### config.mk
export PLATFORM = sky130hd
export DESIGN_NAME = accumulator_x16
export DESIGN_NICKNAME = d
export VERILOG_FILES = /design/src/rtl/mac_pkg.sv /design/src/rtl/sat_add16.sv /design/src/rtl/accumulator_x16.sv
export SDC_FILE = /design/constraint.sdc
export NUM_CORES = 1
export LEC_CHECK = 0
export ABC_CLOCK_PERIOD_IN_PS = 5100
export CELL_PAD_IN_SITES_DETAIL_PLACEMENT = 0
export CELL_PAD_IN_SITES_GLOBAL_PLACEMENT = 1
export CORE_ASPECT_RATIO = 0.8
export CORE_MARGIN = 4
export CORE_UTILIZATION = 40
export CTS_CLUSTER_SIZE = 25
export DETAILED_ROUTE_END_ITERATION = 8
export GPL_TIMING_DRIVEN = 0
export PLACE_DENSITY = 0.82
export SYNTH_ARGS = -nofsm -noshare
export SYNTH_HDL_FRONTEND = slang
export SYNTH_SLANG_ARGS = --single-unit
### constraint.sdc
create_clock -name clk -period 5.1 [get_ports clk]
set_input_delay 1.53 -clock clk [delete_from_list [all_inputs] [get_ports clk]]
set_output_delay 1.53 -clock clk [all_outputs]
set_load 0.02 [all_outputs]
### src/rtl/mac_pkg.sv
// Shared definitions for the MAC lane datapath blocks.
//   WIDTH_DEFAULT : default data/accumulator width.
//   SAT_MAX/MIN   : saturation clamp values for the 16-bit signed datapath.
//   acc_state_t   : accumulator control states.
package mac_pkg;

  localparam int WIDTH_DEFAULT = 16;

  localparam logic signed [15:0] SAT_MAX = 16'sh7FFF;
  localparam logic signed [15:0] SAT_MIN = 16'sh8000;

  typedef enum logic {
    ACCUM = 1'b0,
    HOLD  = 1'b1
  } acc_state_t;

endpackage : mac_pkg

### src/rtl/sat_add16.sv
// Combinational saturating signed adder.
//   i_a, i_b : signed WIDTH-bit operands
//   o_sum    : signed sum clamped to the WIDTH-bit signed range
//   o_sat    : high when the sum was clamped
module sat_add16
  import mac_pkg::*;
#(
  parameter int WIDTH = WIDTH_DEFAULT
) (
  input  logic signed [WIDTH-1:0] i_a,
  input  logic signed [WIDTH-1:0] i_b,
  output logic signed [WIDTH-1:0] o_sum,
  output logic                    o_sat
);

  localparam logic signed [WIDTH-1:0] W_MAX = {1'b0, {(WIDTH-1){1'b1}}};
  localparam logic signed [WIDTH-1:0] W_MIN = {1'b1, {(WIDTH-1){1'b0}}};

  logic signed [WIDTH:0] w_full;

  // One extra bit of headroom: the two top bits disagree exactly on overflow.
  assign w_full = {i_a[WIDTH-1], i_a} + {i_b[WIDTH-1], i_b};

  always_comb begin
    o_sum = w_full[WIDTH-1:0];
    o_sat = 1'b0;
    if (w_full[WIDTH] != w_full[WIDTH-1]) begin
      o_sat = 1'b1;
      o_sum = w_full[WIDTH] ? W_MIN : W_MAX;
    end
  end

endmodule : sat_add16

### src/rtl/accumulator_x16.sv
// Frame accumulator: sums a last-framed stream of signed terms into a
// saturating signed result and hands it downstream over valid/ready.
//   clk, reset   : clock, synchronous active-high reset
//   clear        : abort the partial frame (ignored while a result is held)
//   inValid/inReady/inData/inLast : input beat stream
//   outValid/outReady             : result handshake
//   outData      : saturated frame sum
//   outOverflow  : saturation occurred somewhere in the frame
//   outCount     : number of terms in the frame (saturating)
module accumulator_x16
  import mac_pkg::*;
#(
  parameter int WIDTH       = WIDTH_DEFAULT,
  parameter int COUNT_WIDTH = 8
) (
  input  logic                    clk,
  input  logic                    reset,
  input  logic                    clear,
  input  logic                    inValid,
  output logic                    inReady,
  input  logic signed [WIDTH-1:0] inData,
  input  logic                    inLast,
  output logic                    outValid,
  input  logic                    outReady,
  output logic signed [WIDTH-1:0] outData,
  output logic                    outOverflow,
  output logic [COUNT_WIDTH-1:0]  outCount
);

  localparam logic [COUNT_WIDTH-1:0] CNT_MAX = '1;
  localparam logic [COUNT_WIDTH-1:0] CNT_ONE = COUNT_WIDTH'(1);

  acc_state_t                    r_state;
  logic signed [WIDTH-1:0]       r_acc;
  logic                          r_ovf;
  logic [COUNT_WIDTH-1:0]        r_cnt;
  logic                          r_first;
  logic                          r_in_ready;
  logic                          r_out_valid;
  logic signed [WIDTH-1:0]       r_out_data;
  logic                          r_out_ovf;
  logic [COUNT_WIDTH-1:0]        r_out_cnt;

  logic signed [WIDTH-1:0]       w_sum;
  logic                          w_sat;
  logic signed [WIDTH-1:0]       w_acc_next;
  logic                          w_ovf_next;
  logic [COUNT_WIDTH-1:0]        w_cnt_next;
  logic                          w_accept;

  sat_add16 #(
    .WIDTH (WIDTH)
  ) u_sat_add (
    .i_a   (r_acc),
    .i_b   (inData),
    .o_sum (w_sum),
    .o_sat (w_sat)
  );

  assign w_accept = inValid && (r_state == ACCUM);

  // Post-beat values; the first term of a frame loads directly.
  always_comb begin
    w_acc_next = w_sum;
    w_ovf_next = r_ovf | w_sat;
    w_cnt_next = (r_cnt == CNT_MAX) ? r_cnt : r_cnt + CNT_ONE;
    if (r_first) begin
      w_acc_next = inData;
      w_ovf_next = 1'b0;
      w_cnt_next = CNT_ONE;
    end
  end

  always_ff @(posedge clk) begin
    if (reset) begin
      r_state     <= ACCUM;
      r_acc       <= '0;
      r_ovf       <= 1'b0;
      r_cnt       <= '0;
      r_first     <= 1'b1;
      r_in_ready  <= 1'b1;
      r_out_valid <= 1'b0;
      r_out_data  <= '0;
      r_out_ovf   <= 1'b0;
      r_out_cnt   <= '0;
    end else begin
      case (r_state)
        ACCUM: begin
          if (clear) begin
            // Any beat offered alongside clear is dropped.
            r_first <= 1'b1;
            r_acc   <= '0;
            r_ovf   <= 1'b0;
            r_cnt   <= '0;
          end else if (w_accept) begin
            r_acc   <= w_acc_next;
            r_ovf   <= w_ovf_next;
            r_cnt   <= w_cnt_next;
            r_first <= 1'b0;
            if (inLast) begin
              r_state     <= HOLD;
              r_in_ready  <= 1'b0;
              r_out_valid <= 1'b1;
              r_out_data  <= w_acc_next;
              r_out_ovf   <= w_ovf_next;
              r_out_cnt   <= w_cnt_next;
            end
          end
        end
        HOLD: begin
          if (outReady) begin
            r_state     <= ACCUM;
            r_in_ready  <= 1'b1;
            r_out_valid <= 1'b0;
            r_first     <= 1'b1;
            r_acc       <= '0;
            r_ovf       <= 1'b0;
            r_cnt       <= '0;
          end
        end
        default: r_state <= ACCUM;
      endcase
    end
  end

  assign inReady     = r_in_ready;
  assign outValid    = r_out_valid;
  assign outData     = r_out_data;
  assign outOverflow = r_out_ovf;
  assign outCount    = r_out_cnt;

endmodule : accumulator_x16

==> summary.txt, run 1 <==
Run status
  – Outcome: finished clean

Floorplan
  – FP Rows: 28
  – Core area: about 7600 um2
  – Die W: 108 um
  – Die Footprint: 9550 um2
  – Die Y: 88.2 um
  – Initial Utilization: a little over two fifths
  – Top-level I/O count: between 40 and 50

Yosys
  – Main synth FF type: dfxtp_1
  – #FFs+latches synth: between 50 and 60
  – Fraction of registers with async set/reset: 0%
  – Mapped Nets: between 400 and 500
  – Mapped Avg Cell Area: 8.25 um2
  – Yosys warns: 0
  – Post-synthesis sequential area ratio: between 30% and 40%
  – Cells after synthesis: 390
  – Post-synth EDFFs: 0
  – Cell Area, Synth: ~3200 um2
  – Yosys cell types: 56
  – Synth area leaders: dfxtp_1 34%, ha_1 6.6%, nand2_1 5.8%
  – Top-area cell type share of the netlist area: between 30 and 40%
  – Biggest area consumer among synthesized cells: dfxtp_1

Clock network
  – Clock slew at reported path FFs: around 0.11 ns
  – Post-cts sizing count: 0
  – Later-pin clock latency in the skew report: about 0.31 ns
  – Post-CTS Setup Bufs: 0
  – CTS tree: yes
  – CTS Sinks: 54
  – Longest Clk Path Bufs: 2
  – Clk root buf: clkbuf_8
  – H-tree depth: 2
  – CTS Hold Buffers Added: 0
  – CTS Buf Count: 5

Power
  – Power Internal: between 0.6 and 0.7 mW
  – Logic pwr share: a little under a quarter
  – Seq pwr share: between 40% and 50%
  – Psw: approximately 0.29 mW
  – Tot Pwr: approximately 0.93 mW
  – Clock share of power: between 20% and 30%
  – VDD IR max: approximately 0.16 mV
  – Pleak: 1.48 nW
  – Pwr dens: roughly 240 nW/um2
  – Net Sw Frac: between 30% and 40%

Placed design
  – PortBufs: between 40 and 50
  – Post-Place Setup Slack: approximately 0.19 ns
  – Placed Cells: approximately 540
  – Post-Place Cell Area: between 3000 and 4000 um2
  – Post-DP HPWL: 6900 um
  – Final GP Congestion: 0.866

Setup path
  – Arrival @ worst endpoint: between 4 and 5 ns
  – Worst setup SP type: input port
  – Slowest stage delay, CP: about 0.43 ns
  – Critical path class: in2reg
  – Critical-path top delay cell: clkdlybuf4s50_1
  – Critical Path Fanout Max: 10
  – Top cell by count, worst path: a31o_2
  – WP data required: 5.28 ns
  – Crit path max-delay family: compound AO/OA/AOI/OAI gates
  – CP Cell Sequence: clkdlybuf4s50_1 > ha_1 > fa_1 > a21o_1 > a311oi_1 > nor2b_1 > a31o_2 > a31o_2 > buf_2 > maj3_2 > mux2i_1 > o31ai_1
  – Critical Path Sink Type: register
  – CP bufs+invs: 2

Detailed routing
  – Met1 WL: about 4800 um
  – DRC: 0
  – Metal2 WL: between 3000 and 4000 um
  – Drt first-iter violations: about 210
  – Via density: approximately 5.6
  – Detailed-route via count: approximately 3100
  – DR pass1 iterations: 5
  – Met3 wire length: ~530 um
  – Top routing layer in use: met4
  – Total wire length: roughly 9300 um
  – Antenna violation net count after detailed routing: 0
  – Routed len/inst: 16.8 um

Global routing
  – Grt total ovfl: 0
  – Initial antenna violation count: 0
  – Vias in the first global route: 2954
  – Total track usage: roughly a fifth
  – First-pass GRT wire length: 15400 um
  – Largest net degree at the start of global routing: 18

Finish
  – Number of nets in the layout: between 400 and 500
  – Area of the multi-input gates: between 2000 and 2500 um2
  – Fill cell total of the finished layout: between 700 and 800
  – Final Cell Area: around 4000 um2
  – FF+latch area: approximately 1100 um2
  – Share of layout cells above drive strength 1: approximately 6.3%
  – Cell Count, Final, Fillers Out: around 550
  – Antenna diode count: 0
  – Area delta synth->final: 22.1%
  – Commonest cells after routing, fill and taps aside: 54 x dfxtp_1, 50 x nand2_1, 48 x clkdlybuf4s50_1
  – Commonest non-fill, non-tap cell in the layout: dfxtp_1

STA
  – Slew headroom: about three fifths
  – Layout Skew: ~0.0070 ns
  – F_max: between 0.2 and 0.25 GHz
  – Final max-slew violation count: 0
  – Min Clock Period, post-route: around 4.7 ns
  – Slew @ Worst Pin: 0.617 ns
  – Final Cycle Share: approximately 91%
  – Setup ws final: around 0.44 ns
  – Total negative slack: 0 ns
  – Unrepaired setup endpoints after global routing: no
  – Fin. Hold Viols: 0
  – Final setup vio count: 0

Run
  – Max cap viols: 0

Hold path
  – Worst Hold Class: reg2reg
[layer usage]
layer / GRT usage, % / vias to the layer above
met5: 0 / -
met4: 4.47 / 0
met3: 3.79 / 12
met2: 30.0 / 85
met1: 30.8 / 1474
li1: - / 1532
[tightest hold or removal path: stages (launching register included)]
cell and delay [ns]:
dfxtp_1 0.33, nand2_1 0.05, o21ai_1 0.05
[synth_stat cells (2+ instances only)]
library cell and instances:
a21oi_1 26, nor3_1 6, a21o_1 6, a31oi_1 5, and3_1 3, nand2b_1 2
o31ai_1 5, nand3_1 5, a32oi_1 2, buf_1 2, a2111oi_0 2, o21ai_1 9
clkbuf_1 18, o21ai_0 13, nand3b_1 11, a211o_1 2, nor2b_1 9, o41ai_1 7
nand2_1 50, a211oi_1 9, or2_2 3, maj3_1 3, a221o_1 3, nor2_1 44
o21bai_1 2, and2_1 3, a31o_2 3, mux2i_1 6, a22oi_1 9, maj3_2 7
ha_1 17, xnor2_1 7, inv_1 2, o211ai_1 3, a311oi_1 3, dfxtp_1 54
xor2_1 8, buf_2 3
[final timing paths]
| path | from | endpoint | cells past startpoint | slack [ns] |
|---|---|---|---|---|
| min | r_acc[3] | r_acc[3] | 2 | 0.46 |
| max | inData[0] | outData[10] | 12 | 0.44 |
| max reg2reg | r_acc[0] | outData[10] | 11 | 1.80 |
| min reg2reg | r_acc[3] | r_acc[3] | 2 | 0.46 |
[logic make-up (layout without fill, tap and decap cells)]
| logic type | count (synthesis) | count (layout) | synth area share [%] |
|---|---|---|---|
| and+or+nand+nor | 143 | 143 | 20.8 |
| AOI/OAI and AO/OA | 116 | 116 | 24.6 |
| DFF | 54 | 54 | 33.6 |
| adders and majority gates | 28 | 28 | 10.6 |
| buffers and inverters | 26 | 82 | 3.38 |
| xor gates and xnor gates | 17 | 17 | 5.10 |
| muxes | 6 | 6 | 1.87 |
[per-stage QoR]
stage | util [%] | hold slack [ns]
floorplan | - | 0.427
global placement | 50.4 | 0.435
detailed placement | 50.4 | 0.442
CTS | 51.7 | 0.458
global route | 51.7 | 0.483
finish | 51.7 | 0.459
[area by class of cell]
cell class / instances / area share (%)
clock buffer: 6 / 2.10
buffer: 24 / 2.58
clock inverter: 2 / 0.414
sequential: 54 / 27.5
inverter: 2 / 0.191
timing repair buffer: 48 / 12.2
tap: 105 / 3.35
multi-input combinational: 310 / 51.6
[power by group through the flow]
stage / clock network, mW / registers [mW] / logic (mW)
6_report: 0.266 / 0.444 / 0.224
2_1_floorplan: 0 / 0.460 / 0.139
4_1_cts: 0.271 / 0.444 / 0.223
3_3_place_gp: 0 / 0.453 / 0.221
5_1_grt: 0.289 / 0.446 / 0.246
3_5_place_dp: 0 / 0.454 / 0.221
[state kept, by name, indices dropped and copies added, names as in the netlist]
signal       count
outData         16
r_acc           16
outCount         8
r_cnt            8
inReady          1
outOverflow      1
outValid         1
r_first          1
r_ovf            1
r_state          1
Power figures use the tool's default switching activity.
==> run 2, diff against run 1 <==
- ABC_CLOCK_PERIOD_IN_PS: 5100 -> 3700
- CORE_MARGIN: 4 -> unset
- CORE_UTILIZATION: 40 -> 36
- PLACE_DENSITY: 0.82 -> 0.78
- SLEW_MARGIN: unset -> 15
- clock period: 5.1 -> 3.7 ns (I/O delays scaled with it)
==> summary.txt, run 2 (synthesized netlist as in run 1, its figures left out) <==
Run status
  – Outcome: finished clean (unchanged)

Hold path
  – Worst hold start: outCount[3] (was r_acc[3])
  – Hold path depth: 2 (unchanged)
  – Hold EP: outCount[3] (was r_acc[3])
  – Worst Hold Class: reg2reg (unchanged)

STA
  – Slew headroom: 50.3% (was 58.8%)
  – Layout Skew: 0.0103 ns (was 0.00705 ns)
  – Min Clock Period, post-route: around 3.7 ns
  – Fin. Hold Viols: 0 (unchanged)
  – Final Cycle Share: between 90% and 100%
  – F_max: ~0.27 GHz
  – Setup ws final: 0.0364 ns (was 0.443 ns)
  – Slew @ Worst Pin: 0.745 ns (was 0.617 ns)
  – Final setup vio count: 0 (unchanged)
  – Unrepaired setup endpoints after global routing: yes (was no)
  – Final max-slew violation count: 0 (unchanged)
  – Hold slack: 0.461 ns (was 0.459 ns)

Detailed routing
  – Drt first-iter violations: 271 (was 208)
  – DR pass1 iterations: 5 (unchanged)
  – Met3 wire length: 560 um (was 532 um)
  – Metal2 WL: 4080 um (was 3860 um)
  – Antenna violation net count after detailed routing: 0 (unchanged)
  – Via density: 5.61 (was 5.63)
  – Top routing layer in use: met4 (unchanged)
  – Total wire length: 9670 um (was 9270 um)
  – DRC: 0 (unchanged)
  – Met1 WL: 4860 um (was 4780 um)
  – Routed len/inst: 17.0 um (was 16.8 um)
  – Detailed-route via count: 3185 (was 3103)

Floorplan
  – Die Footprint: 9320 um2 (was 9550 um2)
  – FP Rows: 30 (was 28)
  – Core area: 8560 um2 (was 7600 um2)
  – Die Y: 86.6 um (was 88.2 um)
  – Initial Utilization: 37.6% (was 42.3%)
  – Top-level I/O count: 49 (unchanged)
  – Die W: 108 um (about the same)

Global routing
  – Grt total ovfl: 0 (unchanged)
  – Largest net degree at the start of global routing: 20 (was 18)
  – Total track usage: 21.5% (was 20.4%)
  – Initial antenna violation count: 0 (unchanged)
  – Vias in the first global route: 2920 (was 2954)
  – First-pass GRT wire length: 15300 um (was 15400 um)

Clock network
  – H-tree depth: 2 (unchanged)
  – CTS Hold Buffers Added: 0 (unchanged)
  – CTS tree: yes (unchanged)
  – CTS Sinks: 54 (unchanged)
  – Later-pin clock latency in the skew report: 0.32 ns (was 0.31 ns)
  – Clock slew at reported path FFs: 0.11 ns (about the same)
  – Clk root buf: clkbuf_8 (unchanged)
  – CTS Buf Count: 5 (unchanged)
  – Longest Clk Path Bufs: 2 (unchanged)

Finish
  – Finished Core Util: 50.5% (was 51.7%)
  – Number of nets in the layout: 495 (was 485)
  – Commonest cells after routing, fill and taps aside: 54 x dfxtp_1, 50 x nand2_1, 40 x nor2_1 (was 54 x dfxtp_1, 50 x nand2_1, 48 x clkdlybuf4s50_1)
  – Share of layout cells above drive strength 1: 15.6% (was 6.28%)
  – Commonest non-fill, non-tap cell in the layout: dfxtp_1 (unchanged)
  – Antenna diode count: 0 (unchanged)
  – Area delta synth->final: 34.4% (was 22.1%)
  – Final Cell Area: 4320 um2 (was 3930 um2)

Power
  – Pwr dens: 310 nW/um2 (was 238 nW/um2)
  – Pleak: 1.60 nW (was 1.48 nW)
  – Tot Pwr: 1.34 mW (was 0.934 mW)
  – VDD IR max: 0.170 mV (was 0.157 mV)

Setup path
  – Critical-path top delay cell: or4_1 (was clkdlybuf4s50_1)
  – Worst setup SP type: input port (unchanged)
  – WP data required: 3.89 ns (was 5.28 ns)
  – Critical Path Fanout Max: 5 (was 10)
  – Arrival @ worst endpoint: 3.86 ns (was 4.84 ns)
  – Reg-to-reg slack, setup: 0.67 ns (was 1.80 ns)
  – FF-to-FF Start: r_acc[1] (was r_acc[0])
  – R2r endpoint: outData[10] (unchanged)
  – Critical Path Sink Type: register (unchanged)
  – Top cell by count, worst path: buf_6 (was a31o_2)
  – FF-to-FF path depth: 11 (unchanged)
  – Slowest stage delay, CP: 0.55 ns (was 0.43 ns)
  – CP Cell Sequence: clkdlybuf4s15_2 > ha_1 > a211o_1 > a21oi_4 > a211oi_1 > or4_1 > buf_6 > xor2_4 > buf_6 > maj3_2 > mux2i_4 > o31ai_1 (was clkdlybuf4s50_1 > ha_1 > fa_1 > a21o_1 > a311oi_1 > nor2b_1 > a31o_2 > a31o_2 > buf_2 > maj3_2 > mux2i_1 > o31ai_1)
  – Critical path class: in2reg (unchanged)

Run
  – Max cap viols: 0 (unchanged)

Placed design
  – Post-Place Cell Area: 3840 um2 (was 3830 um2)
  – Post-DP HPWL: 6830 um (was 6900 um)
  – Final GP Congestion: 0.817 (was 0.866)
  – Post-Place Setup Slack: -0.847 ns (was 0.187 ns)
  – PortBufs: 48 (unchanged)
## run 2: area by class of cell
cell class                      count  area [um2]
Buffer                             23         110
Clock buffer                        5        68.8
Clock inverter                      3        28.8
Fill cell                         834        4240
Inverter                            2        7.51
Multi-Input combinational cell    310        2320
Sequential cell                    54        1080
Tap cell                          112         140
Timing Repair Buffer               59         563
## run 2: what timing repair did
action | in CTS | in global routing
pin swaps | 11 | 3
endpoints found under the setup margin | 34 | 29
setup buffers | 10 | 0
resized for setup | 49 | 16
gates cloned | 1 | 0
## run 2: worst max path at each step
stage	from	endpoint	slack, ns
finish	inData[1]	outData[10]	0.04
detailed placement	inData[0]	outData[10]	-0.85
CTS	inData[13]	outData[10]	0.005
global route	inData[1]	outData[6]	-0.02
floorplan	inData[0]	outData[0]	0.07
global placement	inData[0]	outData[10]	-0.83
## run 2: through the flow
stage | std cells | setup TNS, ns
floorplan | 390 | 0
global placement | 550 | -20.91
detailed placement | 550 | -21.02
CTS | 568 | 0
global route | 568 | -0.0919
finish | 568 | 0
## run 2: where the power goes
part	internal, mW	switching, mW	total, mW
clock	0.141	0.217	0.358
sequential	0.600	0.0147	0.615
combinational	0.166	0.199	0.365
total	0.907	0.431	1.34
## run 2: worst max-delay path: cells and delay by family
family | cells | cell delay [ns]
XOR/XNOR | 1 | 0.16
multiplexers | 1 | 0.20
adder cells (fa/ha/maj) | 2 | 0.63
AO/OA/AOI/OAI | 4 | 0.67
buffers and inverters | 3 | 0.54
AND/OR/NAND/NOR | 1 | 0.55
## run 2: routing by layer
metal	track usage [%]	vias to the layer above
met3	3.61	13
met2	31.7	86
met1	32.0	1522
met5	0	-
met4	6.10	0
li1	-	1564
==> run 3, diff against run 2 <==
- ABC_CLOCK_PERIOD_IN_PS: 3700 -> 4600
- CORE_UTILIZATION: 36 -> 43
- PLACE_DENSITY: 0.78 -> 0.87
- clock period: 3.7 -> 4.6 ns (I/O delays scaled with it)
==> summary.txt, run 3 (synthesized netlist as in run 1, its figures left out) <==
Placed design
  – PortBufs: 48 (unchanged)
  – Post-Place Setup Slack: -0.184 ns (was -0.847 ns)
  – Post-Place Cell Area: 3810 um2 (was 3840 um2)
  – Final GP Congestion: 0.891 (was 0.817)
  – Post-DP HPWL: 6630 um (was 6830 um)

STA
  – Final Cycle Share: 96.7%
  – Setup ws final: 0.150 ns (was 0.0364 ns)
  – Fin. Hold Viols: 0 (unchanged)
  – Slew @ Worst Pin: 0.647 ns (was 0.745 ns)
  – Min Clock Period, post-route: between 4 and 5 ns
  – Final max-slew violation count: 0 (unchanged)
  – Layout Skew: 0.0100 ns (was 0.0103 ns)
  – Final setup vio count: 0 (unchanged)
  – Unrepaired setup endpoints after global routing: no (was yes)
  – F_max: between 0.2 and 0.25 GHz
  – Slew headroom: 56.9% (was 50.3%)

Clock network
  – CTS Buf Count: 5 (unchanged)
  – CTS Hold Buffers Added: 0 (unchanged)
  – CTS tree: yes (unchanged)
  – CTS Sinks: 54 (unchanged)
  – Longest Clk Path Bufs: 2 (unchanged)
  – H-tree depth: 2 (unchanged)
  – Clk root buf: clkbuf_8 (unchanged)
  – Clock slew at reported path FFs: 0.11 ns (about the same)
  – Later-pin clock latency in the skew report: 0.31 ns (was 0.32 ns)

Power
  – Clock share of power: 28.0% (was 26.8%)
  – Pleak: 1.47 nW (was 1.60 nW)
  – Net Sw Frac: 30.8% (was 32.2%)
  – VDD IR max: 0.141 mV (was 0.170 mV)
  – Pwr dens: 264 nW/um2 (was 310 nW/um2)
  – Psw: 0.317 mW (was 0.431 mW)
  – Logic pwr share: 24.2% (was 27.3%)
  – Seq pwr share: 47.8% (was 45.9%)
  – Power Internal: 0.713 mW (was 0.907 mW)

Global routing
  – First-pass GRT wire length: 14600 um (was 15300 um)
  – Grt total ovfl: 0 (unchanged)
  – Vias in the first global route: 2857 (was 2920)
  – Largest net degree at the start of global routing: 18 (was 20)
  – Total track usage: 23.8% (was 21.5%)
  – Initial antenna violation count: 0 (unchanged)

Hold path
  – Hold path depth: 2 (unchanged)
  – Hold EP: r_acc[3] (was outCount[3])
  – Worst hold start: r_acc[3] (was outCount[3])
  – Worst Hold Class: reg2reg (unchanged)

Finish
  – Commonest non-fill, non-tap cell in the layout: dfxtp_1 (unchanged)
  – Share of layout cells above drive strength 1: 6.50% (was 15.6%)
  – Area delta synth->final: 21.5% (was 34.4%)
  – Final Cell Area: 3910 um2 (was 4320 um2)
  – Antenna diode count: 0 (unchanged)
  – Number of nets in the layout: 485 (was 495)
  – Commonest cells after routing, fill and taps aside: 54 x dfxtp_1, 50 x nand2_1, 48 x clkdlybuf4s50_1 (was 54 x dfxtp_1, 50 x nand2_1, 40 x nor2_1)

Floorplan
  – Top-level I/O count: 49 (unchanged)
  – Die Footprint: 7830 um2 (was 9320 um2)
  – Initial Utilization: 45.6% (was 37.6%)
  – FP Rows: 27 (was 30)
  – Die W: 98.7 um (was 108 um)
  – Die Y: 79.4 um (was 86.6 um)
  – Core area: 7060 um2 (was 8560 um2)

Detailed routing
  – DRC: 0 (unchanged)
  – Via density: 5.80 (was 5.61)
  – Drt first-iter violations: 184 (was 271)
  – Total wire length: 9050 um (was 9670 um)
  – Detailed-route via count: 3092 (was 3185)
  – DR pass1 iterations: 5 (unchanged)
  – Routed len/inst: 17.0 um (about the same)
  – Antenna violation net count after detailed routing: 0 (unchanged)

Setup path
  – R2r endpoint: outData[10] (unchanged)
  – Critical Path Fanout Max: 10 (was 5)
  – Arrival @ worst endpoint: 4.64 ns (was 3.86 ns)
  – Critical path class: in2reg (unchanged)
  – Slowest stage delay, CP: 0.44 ns (was 0.55 ns)
  – Crit path max-delay family: compound AO/OA/AOI/OAI gates (unchanged)
  – WP data required: 4.79 ns (was 3.89 ns)
  – Top cell by count, worst path: a31o_2 (was buf_6)
  – Critical-path top delay cell: clkdlybuf4s50_1 (was or4_1)
  – Reg-to-reg slack, setup: 1.38 ns (was 0.67 ns)
  – FF-to-FF path depth: 11 (unchanged)
  – Worst setup SP type: input port (unchanged)
  – CP bufs+invs: 2 (was 3)
  – CP Cell Sequence: clkdlybuf4s50_1 > ha_1 > fa_1 > a21o_1 > a311oi_1 > nor2b_1 > a31o_2 > a31o_2 > buf_2 > maj3_2 > mux2i_2 > o31ai_1 (was clkdlybuf4s15_2 > ha_1 > a211o_1 > a21oi_4 > a211oi_1 > or4_1 > buf_6 > xor2_4 > buf_6 > maj3_2 > mux2i_4 > o31ai_1)
  – FF-to-FF Start: r_acc[0] (was r_acc[1])
  – Critical Path Sink Type: register (unchanged)

Run status
  – Outcome: finished clean (unchanged)

Run
  – Max cap viols: 0 (unchanged)
-- run 3: worst reg2reg max path: stages, from the launching register on --
cell,delay (ns)
dfxtp_1,0.33
ha_1,0.22
fa_1,0.41
a21o_1,0.21
a311oi_1,0.28
nor2b_1,0.15
a31o_2,0.30
a31o_2,0.29
buf_2,0.21
maj3_2,0.32
mux2i_2,0.29
o31ai_1,0.12
-- run 3: per-stage QoR --
step                hold slack (ns)  setup TNS [ns]  instances  total power [mW]  utilization [%]
finish                        0.459               0        533              1.03             55.4
global route                  0.472               0        533              1.07             55.4
CTS                           0.460               0        533              1.03             55.3
detailed placement            0.441           -1.15        525             0.747             53.9
global placement              0.436          -0.822        525             0.746             53.9
floorplan                     0.427               0        390             0.664                -
-- run 3: worst max path at each step --
stage,start,to,slack (ns),cells past startpoint
CTS,inData[0],outData[10],0.15,12
floorplan,inData[0],outData[0],0.70,11
finish,inData[0],outData[10],0.15,12
global route,inData[0],r_acc[10],0.009,12
detailed placement,inData[0],outData[10],-0.18,12
global placement,inData[0],outData[10],-0.18,12
-- run 3: metal layers --
metal | vias up | GRT usage [%] | wire [um]
met5 | - | 0 | 0
met4 | 0 | 4.03 | 48
met3 | 4 | 3.61 | 430
met2 | 90 | 35.1 | 3700
met1 | 1456 | 36.7 | 4870
li1 | 1542 | - | -
-- run 3: power by group through the flow --
stage	sequential [mW]	combinational, mW	clock [mW]
global route	0.494	0.271	0.309
finish	0.492	0.249	0.289
CTS	0.492	0.246	0.294
global placement	0.502	0.244	0
floorplan	0.510	0.154	0
detailed placement	0.503	0.244	0
-- run 3: area by class of cell --
cell class | count | area, um2
plain buffers | 24 | 101
clock inverters | 2 | 16.3
fillers | 677 | 3150
clock buffers | 6 | 82.6
inverters | 2 | 7.51
multi-input cells | 310 | 2030
flip-flops and latches | 54 | 1080
well taps | 87 | 109
repair buffers | 48 | 480
-- run 3: timing repair --
item / in CTS / in global routing
gates resized for setup: 0 / 1
endpoints found under the hold margin: 0 / 0
setup endpoints to repair: 0 / 2
buffers inserted: 0 / 0
